$ cat src/rtl/led_timer.sv
// rtl/led_timer.sv - countdown timer driving a 10-LED bar graph with a sticky timeout flag
module led_timer #(
  parameter int STEP_CYCLES = 12
) (
  input  logic       clk,
  input  logic       rst,
  input  logic       Reconfigure,
  input  logic       En,
  output logic [9:0] LED,
  output logic       LED_timeout
);

  localparam int PRE_W = $clog2(STEP_CYCLES);

  // Last prescaler value of each step period, P(level) = max(STEP_CYCLES >> level, 1)
  localparam int P0 = STEP_CYCLES;
  localparam int P1 = ((STEP_CYCLES >> 1) < 1) ? 1 : (STEP_CYCLES >> 1);
  localparam int P2 = ((STEP_CYCLES >> 2) < 1) ? 1 : (STEP_CYCLES >> 2);
  localparam int P3 = ((STEP_CYCLES >> 3) < 1) ? 1 : (STEP_CYCLES >> 3);

  localparam logic [PRE_W-1:0] P0_M1 = PRE_W'(P0 - 1);
  localparam logic [PRE_W-1:0] P1_M1 = PRE_W'(P1 - 1);
  localparam logic [PRE_W-1:0] P2_M1 = PRE_W'(P2 - 1);
  localparam logic [PRE_W-1:0] P3_M1 = PRE_W'(P3 - 1);

  logic [1:0]       level;
  logic [PRE_W-1:0] pre;
  logic [PRE_W-1:0] step_last;

  always_comb begin
    step_last = P0_M1;
    case (level)
      2'd0: step_last = P0_M1;
      2'd1: step_last = P1_M1;
      2'd2: step_last = P2_M1;
      2'd3: step_last = P3_M1;
      default: step_last = P0_M1;
    endcase
  end

  // Inputs are compared against 1'b1 so that X/Z falls through to the restart branch
  always_ff @(posedge clk or negedge rst) begin
    if (!rst) begin
      level       <= 2'd0;
      pre         <= '0;
      LED         <= 10'h3FF;
      LED_timeout <= 1'b0;
    end else if (Reconfigure == 1'b1) begin
      level       <= level + 2'd1;
      pre         <= '0;
      LED         <= 10'h3FF;
      LED_timeout <= 1'b0;
    end else if (En == 1'b1) begin
      if (!LED_timeout) begin
        if (pre == step_last) begin
          pre <= '0;
          LED <= {1'b0, LED[9:1]};
          if (LED[9:1] == 9'd0) begin
            LED_timeout <= 1'b1;
          end
        end else begin
          pre <= pre + 1'b1;
        end
      end
    end else begin
      pre         <= '0;
      LED         <= 10'h3FF;
      LED_timeout <= 1'b0;
    end
  end

endmodule

$ cat config.mk
export PLATFORM = sky130hd
export DESIGN_NAME = led_timer
export DESIGN_NICKNAME = d
export VERILOG_FILES = /design/src/rtl/led_timer.sv
export SDC_FILE = /design/constraint.sdc
export NUM_CORES = 1
export LEC_CHECK = 0
export CAP_MARGIN = 20
export CORE_MARGIN = 2
export CORE_UTILIZATION = 38
export CTS_BUF_LIST = sky130_fd_sc_hd__clkbuf_4
export DETAILED_ROUTE_END_ITERATION = 8
export GPL_TIMING_DRIVEN = 0
export HOLD_SLACK_MARGIN = 0.05
export PLACE_DENSITY = 0.6
export SYNTH_ARGS = -nofsm -noshare
export SYNTH_HDL_FRONTEND = slang
export SYNTH_SLANG_ARGS = --single-unit
$ cat constraint.sdc
create_clock -name clk -period 4.65 [get_ports clk]
set_input_delay 0.465 -clock clk [delete_from_list [all_inputs] [get_ports clk]]
set_output_delay 0.465 -clock clk [all_outputs]
set_load 0.02 [all_outputs]
# After elaboration in Yosys (flattened, before gate mapping)
# Cells that the tools add are included.
op_classes:
  n_addsub: 2
  n_eq_ne: 6
  n_reduce_logical: 3
  muxes: 14
ops:
  columns: ["operator", "count"]
  rows:
  - ["10-bit 2-to-1 mux", 4]
  - ["4-bit 2-to-1 mux", 4]
  - ["4-bit case mux with 4 select lines", 1]
  - ["9-bit logical NOT", 1]
  - ["1-bit 2-to-1 mux", 5]
  - ["4-bit by 1-bit adder with 4-bit output, second input constant", 1]
  - ["2-bit equality test, second input constant", 2]
  - ["4-bit equality test", 1]
  - ["3-bit by 2-bit != test with 1-bit output, second input constant", 1]
  - ["3-bit != test, second input constant", 1]
  - ["2-bit by 1-bit adder with 2-bit output, second input constant", 1]
  - ["2-bit by 1-bit equality test with 1-bit output, second input constant", 1]
  - ["2-bit logical NOT", 1]
  - ["2-bit AND reduction", 1]
word_totals:
  reg_bits: 17
  elab_cells: 29

# Depth between registers and ports, before layout
depth:
  word_depth: 7
  depth_mapped: 7
  depth_no_buf: 6

# Worst setup path after synthesis
# OpenSTA, ideal clock, no wires.
synth_path:
  kind: "register -> register"
  from: "register level[0]"
  to: "register LED[9]"
  arrival_ns: 1.694
  path_buffers: 1
  slack_ns: 2.879
  required_time_ns: 4.573
  synth_period_minus_slack_ns: 1.771
  path_stages_with_launch: 7
  cell_sequence: "dfrtp_1 -> ha_1 -> xor2_1 -> o31a_1 -> or3_4 -> buf_6 -> a21o_1"
synth_via:
  elab_chain_len: 5
  word_cells_on_any_way: 8
  classes_between: "eq/ne (5); mux (1); reduce/logical (2)"
synth_lines:
  columns: ["element", "line", "text"]
  rows:
  - ["from (decl)", "26", "logic [1:0] level;"]
  - ["from (signal assigned)", "49", "level <= level + 2'd1;"]
  - ["2-bit equality test (tied with other cells)", "32", "case (level)"]
  - ["4-bit case mux with 4 select lines *", "32", null]
  - ["4-bit equality test *", "55", "if (pre == step_last) begin"]
  - ["3-bit by 2-bit != test with 1-bit output (no source line) *", null, null]
  - ["2-bit AND reduction (no source line) *", null, null]
  - ["to (signal assigned)", "57", "LED <= {1'b0, LED[9:1]};"]
  - ["to (decl)", "9", "output logic [9:0] LED,"]
# Mark *: on every way between the ends. The rest lies on a longest branch, timed or not.
# A chain may end at the register's enable or synchronous reset.

# Final worst setup path
layout_path:
  from: "register LED[3]"
  to: "output LED[3]"
# No word-level cell between the ends.

==> results.py <==
metrics = {
    "die": {
        "io_pins": 15,
        "die-area_um2": 2580,
        "die_w_um": 50.8,
        "die_y_um": 50.8,
        "rows": 16,
        "coreArea_um2": 2020,
        "start_util_pct": 41.2,
    },
    "route": {
        "ant_nets": 0,
        "post_drt_wl_per_cell_um": 13.1,
        "drc": 0,
        "routed_wl_um": 1570,
        "vias_per_cell": 5.12,
        "vias": 614,
        "firstDrtPassIters": 2,
        "drtIter0Drc": 11,
    },
    "clocking": {
        "cts.sinks": 17,
        "cts_tree": "done",
        "cts_made_buffers": 3,
        "post_cts_resized": 0,
        "holdBufCountCts": 0,
        "htreeDepth": 1,
        "cts_max_path_buffers": 2,
        "insertion_delay_ps": 290,
        "cts-root-buf": "clkbuf_4",
        "postCtsSetupRepairBufs": 0,
        "clk_pin_slew_ps": 100,
    },
    "power": {
        "peakVddDrop_mv": 0.193,
        "p_leak_nw": 0.469,
        "powerDensity_nw_per_um2": 384,
    },
    "worst_setup_path": {
        "critPathArrivalTime_ps": 1470,
        "cp_num_buf_inv": 1,
        "startpoint": "LED[3]",
        "ff2ff_path_depth": 6,
        "cp_cell_sequence": "clkdlybuf4s50_1",
        "crit_path_max_fanout": 3,
        "endpoint_kind": "primary output",
        "critPathLaunchType": "register",
        "cp.required_ps": 4180,
        "regToRegSetupSlack_ps": 2780,
        "crit_type": "register to primary output",
        "crit_cells": 1,
        "timing.rr.end": "LED[9]",
        "critPathSlowestCell": "clkdlybuf4s50_1",
        "crit_path_max_incr_delay_ps": 610,
        "crit_family": "buffers and inverters",
        "reg2reg_from": "level[0]",
        "endpoint": "LED[3]",
    },
    "global_routing": {
        "grt_overflow": 0,
        "grt_pass1_wl_um": 2730,
        "grt_usage_pct": 14.5,
        "antenna_found_initial": 0,
        "grt_pass1_vias": 652,
        "grt_max_degree": 18,
    },
    "synth": {
        "yosysSeqAreaShare_pct": 52.6,
        "synth_area_leaders": "dfstp_2 32%, dfrtp_1 21%, mux2i_1 11%, nor2_1 5.0%, ha_1 4.5%",
        "yosysTopAreaCellShare_pct": 31.5,
        "syn_area_per_cell_um2": 11.1,
        "synth_area_um2": 833,
        "syn_nets": 82,
        "yosys_warnings": 0,
        "synthCells": 75,
        "ys_ff_latch": 17,
        "yosysTopAreaCell": "dfstp_2",
        "synth.distinct_cells": 26,
    },
    "cells_and_area": {
        "finalNetCount": 101,
        "final_layout_size_suffix_gt1_share_pct": 17.2,
        "fill_cells": 178,
        "stdcell_count": 120,
        "utilization_pct": 51.2,
        "finalInstanceArea_um2": 1030,
        "area_growth_pct": 24.2,
        "n_antenna_cell": 0,
    },
    "timing": {
        "fin_tns_setup_ps": 0,
        "layout_setup_ws_ps": 2710,
        "setup_viol": 0,
        "worst_clock_skew_ps": 10.3,
        "drv_slew": 0,
        "hold_violations": 0,
        "rsz0062_at_grt": "no",
        "min_period_over_period_pct": 41.6,
        "fmax_mhz": 517,
        "slew_headroom_pct": 49.3,
        "worst_pin_slew_ps": 758,
        "fin_crit_ps": 1940,
    },
    "worst_hold_path": {
        "hold_class": "register to register",
    },
    "placed_design": {
        "dp.cells": 116,
        "gp_congestion": 0.727,
        "place_area_um2": 1010,
        "hpwl_um": 1140,
        "port_buffers": 14,
        "pre_cts_slack_ps": 2710,
    },
    "flow_run": {
        "drv_cap": 0,
    },
    "outcome": {
        "status": "complete, no violations",
    },
}
## stage by stage
| stage | hold WS, ps | power, mW |
|---|---|---|
| finish | 533 | 0.397 |
| global route | 556 | 0.430 |
| CTS | 535 | 0.405 |
| detailed placement | 520 | 0.324 |
| global placement | 520 | 0.322 |
| floorplan | 169 | 0.292 |
## flip-flops by register name, summed over array words and instances (netlist names)
| signal | cells |
|---|---|
| LED | 10 |
| pre | 4 |
| level | 2 |
| LED_timeout | 1 |
## cell usage in the layout (no fill, tap or decap)
master           instances
and3_1                   2
a21oi_1                  1
o21ai_0                  4
or4_1                    1
clkinv_2                 1
or3_4                    1
nor4_1                   1
ha_1                     3
clkbuf_4                 3
o31a_1                   1
nor2b_1                  2
nand3_1                  4
nor3_1                   1
xnor2_1                  2
a21o_1                   1
dfrtp_1                  7
clkdlybuf4s50_1         14
nand2_1                  2
buf_6                    1
nand3b_1                 1
a32o_1                   1
mux2i_1                  9
xor2_1                   3
clkbuf_1                 1
inv_1                    2
nand2b_1                 2
or3_1                    1
dfstp_2                 10
nor2_1                  11
## logic make-up (layout without fill, tap and decap cells)
group                    Yosys count  after routing  synth area share (%)
multiplexers                       9              9                  10.8
flip-flops                        17             17                  52.6
AO/OA/AOI/OAI                      8              8                  6.16
AND/OR/NAND/NOR                   29             29                  18.0
XOR/XNOR                           5              5                  5.26
adder cells (fa/ha/maj)            3              3                  4.50
buffers and inverters              4             22                  2.70
## report_power, final
part           total (mW)  switching, mW  internal [mW]
Combinational       0.142         0.0715         0.0704
Clock              0.0784         0.0464         0.0320
Sequential          0.177         0.0140          0.163
## layer usage
| layer | wire (µm) | global-route usage, % | vias up |
|---|---|---|---|
| met5 | 0 | 0 | - |
| met4 | 19 | 6.76 | 0 |
| met3 | 55 | 3.51 | 2 |
| met2 | 731 | 25.4 | 15 |
| met1 | 762 | 16.6 | 300 |
| li1 | - | - | 297 |
## cell usage after synthesis
library cell / instances
nand2b_1: 2
a21o_1: 1
and3_1: 2
xnor2_1: 2
clkbuf_1: 1
nand2_1: 2
ha_1: 3
a32o_1: 1
mux2i_1: 9
nand3b_1: 1
buf_6: 1
inv_1: 2
nor2b_1: 2
or3_4: 1
o31a_1: 1
nor3_1: 1
or3_1: 1
nor4_1: 1
o21ai_0: 4
xor2_1: 3
a21oi_1: 1
nand3_1: 4
or4_1: 1
dfstp_2: 10
nor2_1: 11
dfrtp_1: 7
## area by class of cell
class,instances,area (µm²),share of cell area (%)
Timing Repair Buffer,14,140,13.5
Clock buffer,3,22.5,2.18
Multi-Input combinational cell,54,373,36.0
Sequential cell,17,438,42.3
Tap cell,27,33.8,3.26
Clock inverter,1,5.00,0.484
Inverter,2,7.51,0.726
Buffer,2,15.0,1.45
## how the worst min path moves through the flow
stage          startpoint          end  cells past startpoint
2_1_floorplan         rst  LED_timeout                      0
3_3_place_gp       LED[0]       LED[0]                      2
3_5_place_dp       LED[9]       LED[9]                      1
4_1_cts            LED[9]       LED[9]                      1
5_1_grt            LED[9]       LED[9]                      1
6_report           LED[9]       LED[9]                      1
Note: power is estimated with default switching activity, not from simulation.
